--- src/rtl/solve_log.sv ---
// Records the solver's chosen move per step while a solve runs, then replays
// the recorded sequence in order over a valid/ready stream once it ends.
module solve_log #(
    parameter int MAX_STEPS = 10,
    parameter int SW        = 4
) (
    input  logic          clk,
    input  logic          rst_n,
    input  logic          run,
    input  logic [3:0]    addr,
    input  logic [SW-1:0] step,
    input  logic          fin,
    input  logic          out_ready,
    output logic          out_valid,
    output logic [SW-1:0] out_data,
    output logic [3:0]    out_index,
    output logic          out_last,
    output logic [3:0]    count,
    output logic          busy,
    output logic          done,
    output logic          fail,
    output logic [1:0]    dbg_state
);

    // Stream handshake: a move transfers on a rising edge where out_valid and
    // out_ready are both high; out_valid/out_data/out_index/out_last are
    // registers that hold until that transfer, and out_valid never depends
    // combinationally on out_ready.

    typedef enum logic [1:0] {
        IDLE    = 2'd0,
        CAPTURE = 2'd1,
        FLUSH   = 2'd2,
        DRAIN   = 2'd3
    } state_t;

    localparam logic [3:0] LIMIT = 4'(MAX_STEPS);

    state_t                         state;
    logic [MAX_STEPS-1:0][SW-1:0]   slots;
    logic [3:0]                     rp;
    logic                           hit_limit;
    logic                           flush_on_fin;

    logic                           wr_en;
    logic [3:0]                     wr_idx;
    logic [3:0]                     count_wr;
    logic [3:0]                     rp_nxt;

    assign wr_en     = (addr != 4'd0) && (addr <= LIMIT);
    assign wr_idx    = addr - 4'd1;
    assign count_wr  = (wr_en && (addr > count)) ? addr : count;
    assign rp_nxt    = rp + 4'd1;
    assign busy      = (state != IDLE);
    assign dbg_state = state;

    always_ff @(posedge clk or negedge rst_n) begin
        if (!rst_n) begin
            state        <= IDLE;
            slots        <= '0;
            rp           <= 4'd0;
            hit_limit    <= 1'b0;
            flush_on_fin <= 1'b0;
            count        <= 4'd0;
            done         <= 1'b0;
            fail         <= 1'b0;
            out_valid    <= 1'b0;
            out_data     <= '0;
            out_index    <= 4'd0;
            out_last     <= 1'b0;
        end else begin
            case (state)
                IDLE: begin
                    if (run) begin
                        slots     <= '0;
                        count     <= 4'd0;
                        done      <= 1'b0;
                        fail      <= 1'b0;
                        hit_limit <= 1'b0;
                        state     <= CAPTURE;
                    end
                end
                CAPTURE: begin
                    if (wr_en) begin
                        slots[wr_idx] <= step;
                        count         <= count_wr;
                        if (addr == LIMIT) hit_limit <= 1'b1;
                    end
                    // fin wins over the limit; the limit only counts once the
                    // last slot has already been written in an earlier cycle
                    if (fin) begin
                        flush_on_fin <= 1'b1;
                        state        <= FLUSH;
                    end else if ((addr == LIMIT) && hit_limit) begin
                        fail         <= 1'b1;
                        flush_on_fin <= 1'b0;
                        state        <= FLUSH;
                    end
                end
                FLUSH: begin
                    if (wr_en) begin
                        slots[wr_idx] <= step;
                        count         <= count_wr;
                    end
                    if (flush_on_fin) done <= 1'b1;
                    rp    <= 4'd0;
                    state <= (count_wr != 4'd0) ? DRAIN : IDLE;
                end
                DRAIN: begin
                    if (!out_valid) begin
                        out_valid <= 1'b1;
                        out_data  <= slots[rp];
                        out_index <= rp;
                        out_last  <= (rp == count - 4'd1);
                    end else if (out_ready) begin
                        if (out_last) begin
                            out_valid <= 1'b0;
                            state     <= IDLE;
                        end else begin
                            rp        <= rp_nxt;
                            out_data  <= slots[rp_nxt];
                            out_index <= rp_nxt;
                            out_last  <= (rp_nxt == count - 4'd1);
                        end
                    end
                end
                default: state <= IDLE;
            endcase
        end
    end

    a_stall_hold: assert property (@(posedge clk) disable iff (!rst_n)
        (out_valid && !out_ready) |=> (out_valid && $stable(out_data) &&
                                       $stable(out_index) && $stable(out_last)));

endmodule

--- config.mk ---
export PLATFORM = sky130hd
export DESIGN_NAME = solve_log
export DESIGN_NICKNAME = d
export VERILOG_FILES = /design/src/rtl/solve_log.sv
export SDC_FILE = /design/constraint.sdc
export NUM_CORES = 1
export LEC_CHECK = 0
export BUFFER_PORTS_ARGS = -buffer_cell sky130_fd_sc_hd__buf_2
export CELL_PAD_IN_SITES_DETAIL_PLACEMENT = 2
export CELL_PAD_IN_SITES_GLOBAL_PLACEMENT = 2
export CORE_UTILIZATION = 35
export CTS_BUF_LIST = sky130_fd_sc_hd__clkbuf_16
export CTS_CLUSTER_DIAMETER = 50
export DETAILED_ROUTE_END_ITERATION = 6
export GPL_TIMING_DRIVEN = 0
export PLACE_DENSITY_LB_ADDON = 0.1
export SLEW_MARGIN = 20
export SYNTH_ARGS = -nofsm -noshare
export SYNTH_HDL_FRONTEND = slang
export SYNTH_SLANG_ARGS = --single-unit
--- constraint.sdc ---
create_clock -name clk -period 2.1 [get_ports clk]
set_clock_uncertainty 0.05 [all_clocks]
set_input_delay 0.21 -clock clk [delete_from_list [all_inputs] [get_ports clk]]
set_output_delay 0.21 -clock clk [all_outputs]
set_load 0.02 [all_outputs]
Word level (Yosys, flattened, before mapping) --
Index checks and enable logic that the tools add are counted.
Word-level totals: output and inout port bits 19, bits in registers 64
Cells by class: reduce and logical (&&, ||, !) cells 23, add/subtract/negate cells 3, mux-type cells 47, magnitude comparators 6, eq/ne operators 20
Operators with widths (number):
- 40-bit 2-to-1 mux | 2
- 40-bit one-hot mux with 2 select lines | 1
- 4-bit 2-to-1 mux | 13
- 40-bit bitwise mux | 1
- 4-bit binary-select mux with 4-bit select | 2
- 2-bit != test, second input constant | 12
- 4-bit demux with 4-bit select | 1
- 4-bit one-hot mux with 2 select lines | 2
- 4-bit by 5-bit less-than comparator with 1-bit output, second input constant | 3
- 1-bit 2-to-1 mux | 14
- 2-bit 2-to-1 mux | 7
- 4-bit AND reduction | 3
- 2-bit nonzero test | 6
- 3-bit AND reduction | 3
- 4-bit equality test | 2
- 2-bit one-hot mux with 4 select lines | 1
- 4-bit nonzero test | 2
- 4-bit by 1-bit subtractor with 4-bit output, second input constant | 2
- 1-bit one-hot mux with 2 select lines | 3
- 5-bit AND reduction | 1
- 4-bit by 1-bit adder with 4-bit output, second input constant | 1
- 2-bit equality test, second input constant | 2
- 4-bit equality test, second input constant | 1
- 4-bit by 1-bit >= comparator with 1-bit output, second input constant | 1
- 9 further kinds | 13

Logic depth before layout (Yosys ltp) --
Gate-level depths: netlist (run 1).
depth after elaboration 8, gate-level depth with buffers 8, mapped depth without buffers 7

Least setup slack after synthesis (run 1) --
Ideal clock, no wire load.
kind register to register, start point reg rp[0], end point reg out_data[1], data required time 1926 ps, cell stages (with the launch flop) 7, slack 31 ps, setup time 124 ps, data arrival time 1895 ps, path buffers 1, cells stage by stage dfrtp_1 > ha_1 > buf_2 > mux4_2 > inv_1 > o22ai_1 > o31a_1
On the way: longest elaborated chain between the ends 6
Ends and longest elaborated chain:
- start: declaration | RTL line 41 | logic [3:0] rp;
- start signal: assignment | RTL line 120 | rp <= rp_nxt;
- 4-bit by 1-bit adder with 4-bit output | RTL line 53 | assign rp_nxt = rp + 4'd1;
- 4-bit binary-select mux with 4-bit select | RTL line 121 | out_data <= slots[rp_nxt];
- 4-bit 2-to-1 mux (implied by the code) | RTL line 121
- 4-bit 2-to-1 mux | RTL line 116 | if (out_last) begin
- 4-bit 2-to-1 mux | RTL line 115 | end else if (out_ready) begin
- 4-bit 2-to-1 mux * | RTL line 110 | if (!out_valid) begin
- end signal: assignment | RTL line 112 | out_data <= slots[rp];
- end signal: assignment | RTL line 121
- end: declaration | RTL line 15 | output logic [SW-1:0] out_data,
Every way passes the cells marked *; elsewhere a longest branch is shown, timed or not. The select of a mux whose other input is x is not followed. A chain may end at the register's enable or synchronous reset.

Worst setup path in the final report (run 1) --
start point reg rp[0], end point reg out_data[3]
Same word-level chain as after synthesis.

==> results of run 1 <==
[registers in the layout, indices dropped and copies added (netlist names), 2 cells and up]
register / cells
count: 4
rp: 4
dbg_state: 2
out_data: 4
out_index: 4
slots: 40
[what timing repair did]
action | CTS | global route
hold buffers | 1 | 0
endpoints found under the hold margin | 19 | 0
cloned | 0 | 1
resized for setup | 17 | 14
buffers inserted | 2 | 1
endpoints found under the setup margin | 40 | 39
pin swaps | 1 | 1
[worst reg2reg max path: cells and delay by family, from the launching register on]
family | cells | cell delay [ns]
AO/OA/AOI/OAI | 4 | 1.07
buffers and inverters | 2 | 0.33
AND/OR/NAND/NOR | 1 | 0.09
flip-flops | 1 | 0.45
[per-stage QoR]
| stage | power (uW) | cells |
|---|---|---|
| 2_1_floorplan | 3780 | 372 |
| 3_3_place_gp | 4620 | 538 |
| 3_5_place_dp | 4750 | 539 |
| 4_1_cts | 6390 | 557 |
| 5_1_grt | 6910 | 559 |
| 6_report | 6500 | 559 |
[routing by layer]
layer  share of wire (%)  routed length (um)
met1                  46                5810
met4                 1.2                 149
met3                 2.1                 268
met5                   0                   0
met2                  51                6480
[kinds of logic after synthesis]
logic type	after synthesis
and+or+nand+nor	115
AOI/OAI and AO/OA	100
DFF	64
buffers and inverters	38
muxes	33
xor gates and xnor gates	12
adders and majority gates	10
[power by group through the flow]
stage / registers (uW) / logic (uW) / clock network [uW]
CTS: 1760 / 3150 / 1470
finish: 1760 / 3300 / 1440
global placement: 1760 / 2860 / 0
global route: 1800 / 3590 / 1520
detailed placement: 1770 / 2970 / 0
floorplan: 1870 / 1910 / 0
[layout by cell type, fill, tap and decap left out, types with 9 or more instances in the layout]
| cell | Yosys | final |
|---|---|---|
| sky130_fd_sc_hd__o2bb2ai_1 | 40 | 40 |
| sky130_fd_sc_hd__mux4_2 | 10 | 10 |
| sky130_fd_sc_hd__a21oi_1 | 13 | 12 |
| sky130_fd_sc_hd__mux2_2 | 9 | 9 |
| sky130_fd_sc_hd__buf_2 | 6 | 33 |
| sky130_fd_sc_hd__mux2i_1 | 12 | 12 |
| sky130_fd_sc_hd__nor2_1 | 26 | 25 |
| sky130_fd_sc_hd__nand3_1 | 10 | 10 |
| sky130_fd_sc_hd__dfrtp_1 | 64 | 63 |
| sky130_fd_sc_hd__nand2_1 | 39 | 37 |
| sky130_fd_sc_hd__clkbuf_16 | 0 | 10 |
| sky130_fd_sc_hd__inv_1 | 20 | 20 |
[cell type report]
class / count / area, um^2
multi-input cells: 270 / 2120
inverters: 20 / 75.1
clock buffers: 9 / 225
repair buffers: 36 / 238
flip-flops and latches: 64 / 1600
well taps: 136 / 170
clock inverters: 6 / 53.8
plain buffers: 18 / 138
fillers: 1157 / 5840
[synthesized netlist by cell type, drive strengths merged (2+ instances only)]
library cell / instances / area (um^2)
mux2: 9 / 101
xnor2: 6 / 52.6
nor2b: 6 / 37.5
a21boi: 2 / 18.8
nand2b: 7 / 43.8
a31oi: 3 / 18.8
a211o: 2 / 17.5
o21ai: 7 / 35.0
nand4: 4 / 25.0
o31ai: 4 / 30.0
o211ai: 3 / 22.5
nand3: 10 / 50.1
mux4: 12 / 278
dfrtp: 64 / 1600
o22ai: 8 / 50.1
nor3: 7 / 35.0
a21o: 2 / 15.0
a21oi: 13 / 65.1
o311ai: 3 / 26.3
o31a: 4 / 35.0
nand2: 43 / 171
and2: 5 / 31.3
o2bb2ai: 40 / 350
or2: 2 / 12.5
buf: 12 / 82.6
o32a: 4 / 40.0
ha: 10 / 125
mux2i: 12 / 120
clkbuf: 6 / 23.8
inv: 20 / 75.1
xor2: 6 / 52.6
nor2: 26 / 97.6
[final timing paths]
check | startpoint | endpoint | slack [ns] | depth (start not counted)
max in group asynchronous | rst_n | slots[28] | 1.18 | 3
min in group asynchronous | rst_n | fail | 0.29 | 2
worst min-delay path | fin | flush_on_fin | 0.09 | 2
worst max-delay path | rp[0] | out_data[3] | -0.008 | 7
worst max register to register | rp[0] | out_data[3] | -0.008 | 7
worst min register to register | flush_on_fin | flush_on_fin | 0.46 | 1
==> impl_metrics.env, run 1 <==
export IMPL_status="complete, but fails checks"
export IMPL_failed_checks="setup timing"
export IMPL_cts_max_path_buffers=2
export IMPL_clockPowerShare_pct=22.2
export IMPL_grt_most_used_layer="met2"
export IMPL_clkLatencyLatePin_ns=0.32
export IMPL_place_hpwl_um=9110
export IMPL_crit_path_frequent_cell="sky130_fd_sc_hd__buf_6"
export IMPL_clock_sinks=64
export IMPL_tritoncts="done"
export IMPL_initial_core_util_pct=36.7
export IMPL_ctsHtreeMaxLevel=3
export IMPL_post_synth_fa_ha_maj_area_fraction_pct=3.26
export IMPL_antenna_cells_inserted=0
export IMPL_area_delta_synth_final_pct=20.3
export IMPL_starting_drt_drc_count=115
export IMPL_wire_per_inst_um=22.7
export IMPL_cts_made_buffers=9
export IMPL_pin_count_of_the_biggest_net_entering_global_routing=46
export IMPL_cp_data_required_time_ns=2.24
export IMPL_count_of_buffer_and_inverter_cells_on_the_critical_path=2
export IMPL_cell_leakage_power_uw=0.00198
export IMPL_cap_viol_max_count=0
export IMPL_synth_net_count=395
export IMPL_floorplan_rows=37
export IMPL_final_period_utilization_pct=100
export IMPL_first_global_vias=3592
export IMPL_number_of_synthesized_flops_with_an_enable_pin=0
export IMPL_timing_critical_path_slowest_stage_cell="sky130_fd_sc_hd__a31oi_1"
export IMPL_timing_critical_path_from_type="flop"
export IMPL_critical_path_class="reg2reg"
export IMPL_timing_final_ws_setup_ns=-0.00772
export IMPL_synthMuxAreaShare_pct=13.0
export IMPL_cts_root_buffer_cell="sky130_fd_sc_hd__clkbuf_16"
export IMPL_design_die_area_um2=11400
export IMPL_fmax_ghz=0.474
export IMPL_die_h_um=107
export IMPL_gr_usage_met3_pct=3.53
export IMPL_postRouteWirelength_um=12700
export IMPL_hold_slack_ns=0.0938
export IMPL_yosys_area_share_simple_pct=14.3
export IMPL_final_hold_viol_count=0
export IMPL_grt_remaining_overflow=0
export IMPL_gp_routability_congestion=0.794
export IMPL_grt_pass1_wl_um=20300
export IMPL_drc_errors=0
export IMPL_crit_fanout=10
export IMPL_boundaryPins=32
export IMPL_post_place_ws_ns=-0.410
export IMPL_grtUsageTotal_pct=23.9
export IMPL_yosys_most_used_dff="sky130_fd_sc_hd__dfrtp_1"
export IMPL_power_density_nw_per_um2=1410
export IMPL_die_width_um=107
export IMPL_synth_compound_area_share_pct=20.3
export IMPL_netSwitchingFraction_pct=42.9
export IMPL_least_margin_pin_slew_ns=0.552
export IMPL_num_nets_final=442
export IMPL_syn_mean_instance_area_um2=10.3
export IMPL_final_setup_tns_ns=-0.00772
export IMPL_synth_cell_type_count=49
export IMPL_first_pass_iters=4
export IMPL_antenna_left=0
export IMPL_critical_path_max_stage_delay_ns=0.46
export IMPL_dpl_instance_area_um2=4190
export IMPL_power_report_internal_total_uw=3710
export IMPL_core_area_um2=10500
export IMPL_hold_path_class="in2reg"
export IMPL_synth_warning_count=0
export IMPL_met1_usage_pct=30.7
export IMPL_buffer_ports_inserted=30
export IMPL_share_of_power_burned_in_combinational_logic_pct=50.7
export IMPL_drive_gt1_share_pct=24.3
export IMPL_synth_top_family_by_area="compound AO/OA/AOI/OAI gates"
export IMPL_fin_area_um2=4620
export IMPL_timing_max_slew_rel_slack_pct=63.0
export IMPL_post_synth_inst_count=372
export IMPL_cp_end_kind="flop"
export IMPL_finalWorstPathRequiredPeriod_ns=2.11
export IMPL_clkSlewWorstSetupHoldPaths_ns=0.06
export IMPL_fin_max_slew_vios=0
export IMPL_critPathArrivalTime_ns=2.25
export IMPL_dr_total_vias=3226
export IMPL_postSynthRegisterBits=64
export IMPL_grt_antenna_before_repair=0
export IMPL_post_drt_via_cell_ratio=5.77
export IMPL_net_switching_power_uw=2790
export IMPL_synthArstFlopShare_pct=100
export IMPL_seq_area_frac_synth_pct=41.7
export IMPL_path_cells="buf_6, buf_6, a21boi_2, nor2_1, a31oi_1, o22ai_1, o31a_1"
export IMPL_layout_core_utilization_pct=44.2
export IMPL_critical_path_top_delay_family="compound AO/OA/AOI/OAI gates"
export IMPL_vdd_ir_drop_worst_v=0.000501
export IMPL_setup_violations_final=1
export IMPL_mappedNetlistArea_um2=3840
export IMPL_power_share_sequential_pct=27.1
export IMPL_synthXorXnorAreaFrac_pct=2.74
export IMPL_grt_util_met2_pct=41.6
Note: power is estimated with default switching activity, not from simulation.
==> inputs of run 2 (changes only) <==
--- a/config.mk
+++ b/config.mk
@@ -8,7 +8,7 @@
 export BUFFER_PORTS_ARGS = -buffer_cell sky130_fd_sc_hd__buf_2
 export CELL_PAD_IN_SITES_DETAIL_PLACEMENT = 2
 export CELL_PAD_IN_SITES_GLOBAL_PLACEMENT = 2
-export CORE_UTILIZATION = 35
+export CORE_UTILIZATION = 39
 export CTS_BUF_LIST = sky130_fd_sc_hd__clkbuf_16
 export CTS_CLUSTER_DIAMETER = 50
 export DETAILED_ROUTE_END_ITERATION = 6
==> constraint.sdc (replaced) <==
create_clock -name clk -period 2.3 [get_ports clk]
set_clock_uncertainty 0.05 [all_clocks]
set_input_delay 0.23 -clock clk [delete_from_list [all_inputs] [get_ports clk]]
set_output_delay 0.23 -clock clk [all_outputs]
set_load 0.02 [all_outputs]
==> impl_metrics.env, run 2 (same netlist as run 1, synthesis figures left out) <==
export IMPL_clkLatencyLatePin_ns=0.34
export IMPL_tritoncts="done"
export IMPL_setup_repair_after_global_routing_missed_its_margin="yes"
export IMPL_area_delta_synth_final_pct=18.7
export IMPL_power_density_nw_per_um2=1300
export IMPL_timing_critical_path_from_type="flop"
export IMPL_setup_violations_final=0
export IMPL_cts_root_buffer_cell="sky130_fd_sc_hd__clkbuf_16"
export IMPL_grt_remaining_overflow=0
export IMPL_post_drt_via_cell_ratio=5.99
export IMPL_cts_max_path_buffers=2
export IMPL_least_margin_pin_slew_ns=0.618
export IMPL_max_flop_register="slots"
export IMPL_crit_fanout=10
export IMPL_ctsHtreeMaxLevel=3
export IMPL_fmax_ghz=0.448
export IMPL_final_cell_mix="sky130_fd_sc_hd__dfrtp_1 (64), sky130_fd_sc_hd__nand2_1 (39), sky130_fd_sc_hd__o2bb2ai_1 (39), sky130_fd_sc_hd__buf_2 (34), sky130_fd_sc_hd__nor2_1 (26)"
export IMPL_final_hold_viol_count=0
export IMPL_grt_pass1_wl_um=20400
export IMPL_die_h_um=101
export IMPL_final_setup_tns_ns=0
export IMPL_design_die_area_um2=10300
export IMPL_drc_errors=0
export IMPL_gp_routability_congestion=0.802
export IMPL_initial_core_util_pct=41.0
export IMPL_antenna_left=0
export IMPL_hold_path_class="in2reg"
export IMPL_cap_viol_max_count=0
export IMPL_buffer_ports_inserted=30
export IMPL_dr_total_vias=3298
export IMPL_fillCellCount=995
export IMPL_timing_max_slew_rel_slack_pct=58.8
export IMPL_finalWorstPathRequiredPeriod_ns=2.23
export IMPL_cts_made_buffers=9
export IMPL_cell_leakage_power_uw=0.00194
export IMPL_critical_path_class="reg2reg"
export IMPL_cp_data_required_time_ns=2.46
export IMPL_floorplan_rows=35
export IMPL_status="finished, final reports clean"
export IMPL_setup_reg_to_reg_worst_slack_ns=0.07
export IMPL_layout_commonest_cell="sky130_fd_sc_hd__dfrtp_1"
export IMPL_critPathArrivalTime_ns=2.39
export IMPL_wire_per_inst_um=22.9
export IMPL_total_power_uw=5920
export IMPL_postRouteWirelength_um=12600
export IMPL_final_period_utilization_pct=97.0
export IMPL_clock_sinks=64
export IMPL_clkSlewWorstSetupHoldPaths_ns=0.06
export IMPL_first_pass_iters=4
export IMPL_antenna_cells_inserted=0
export IMPL_boundaryPins=32
export IMPL_vdd_ir_drop_worst_v=0.000503
export IMPL_starting_drt_drc_count=124
export IMPL_core_area_um2=9370
export IMPL_grtUsageTotal_pct=27.3
export IMPL_fin_max_slew_vios=0
export IMPL_pin_count_of_the_biggest_net_entering_global_routing=35
export IMPL_grt_antenna_before_repair=0
export IMPL_cp_end_kind="flop"
export IMPL_die_width_um=101
export IMPL_first_global_vias=3575
export IMPL_num_nets_final=440
export IMPL_place_hpwl_um=9080
export IMPL_drive_gt1_share_pct=22.0
export IMPL_number_of_flip_flops_in_the_largest_register=40
run 2: power breakdown:
| group | internal (uW) | switching, uW | total [uW] |
|---|---|---|---|
| combinational | 1050 | 1730 | 2790 |
| sequential | 1380 | 249 | 1620 |
| clock | 962 | 549 | 1510 |
run 2: repair_timing:
action | 4_1_cts | 5_1_grt
setup buffers | 0 | 2
cloned | 0 | 0
resized for setup | 4 | 3
hold endpoints to repair | 30 | 0
setup endpoints to repair | 4 | 29
hold buffers | 1 | 0
run 2: critical path: stages, from the launching register on:
cell and delay, ns:
sky130_fd_sc_hd__dfrtp_1 0.52, sky130_fd_sc_hd__ha_4 0.39, sky130_fd_sc_hd__buf_6 0.19, sky130_fd_sc_hd__mux4_2 0.51, sky130_fd_sc_hd__inv_1 0.09, sky130_fd_sc_hd__o22ai_1 0.09, sky130_fd_sc_hd__o31a_1 0.28
run 2: stage by stage:
| stage | util [%] | hold WS, ns | area (um^2) | worst slack [ns] | cells |
|---|---|---|---|---|---|
| floorplan | - | -0.116 | 3840 | 0.231 | 372 |
| CTS | 48.4 | 0.116 | 4530 | 0.0601 | 549 |
| detailed placement | 44.6 | 0.156 | 4180 | -0.206 | 532 |
| global placement | 44.3 | 0.438 | 4150 | -0.160 | 531 |
| global route | 48.7 | 0.128 | 4560 | -0.0124 | 551 |
| finish | 48.7 | 0.119 | 4560 | 0.0684 | 551 |
run 2: final cells by class:
cell class,count,area (um^2),share of cell area [%]
Multi-Input combinational cell,270,2080,45.7
Tap cell,129,161,3.54
Buffer,18,113,2.47
Clock inverter,7,104,2.28
Timing Repair Buffer,34,198,4.33
Sequential cell,64,1600,35.1
Clock buffer,9,225,4.94
Inverter,20,75.1,1.65
run 2: worst paths after layout:
check                               end  cells past startpoint  startpoint
max                         out_data[1]                      6       rp[0]
min                        flush_on_fin                      2         fin
max reg2reg                 out_data[1]                      6       rp[0]
min reg2reg                   slots[39]                      1   slots[39]
max in group asynchronous      count[0]                      3       rst_n
min in group asynchronous  flush_on_fin                      2       rst_n
run 2: routing by layer:
metal	up-vias	wire length, um	global-route usage [%]	share of wire [%]
met5	-	0	0	0
met3	14	505	4.83	4.0
li1	1479	-	-	-
met4	0	164	8.58	1.3
met1	1736	5440	34.1	43
met2	69	6520	47.8	52
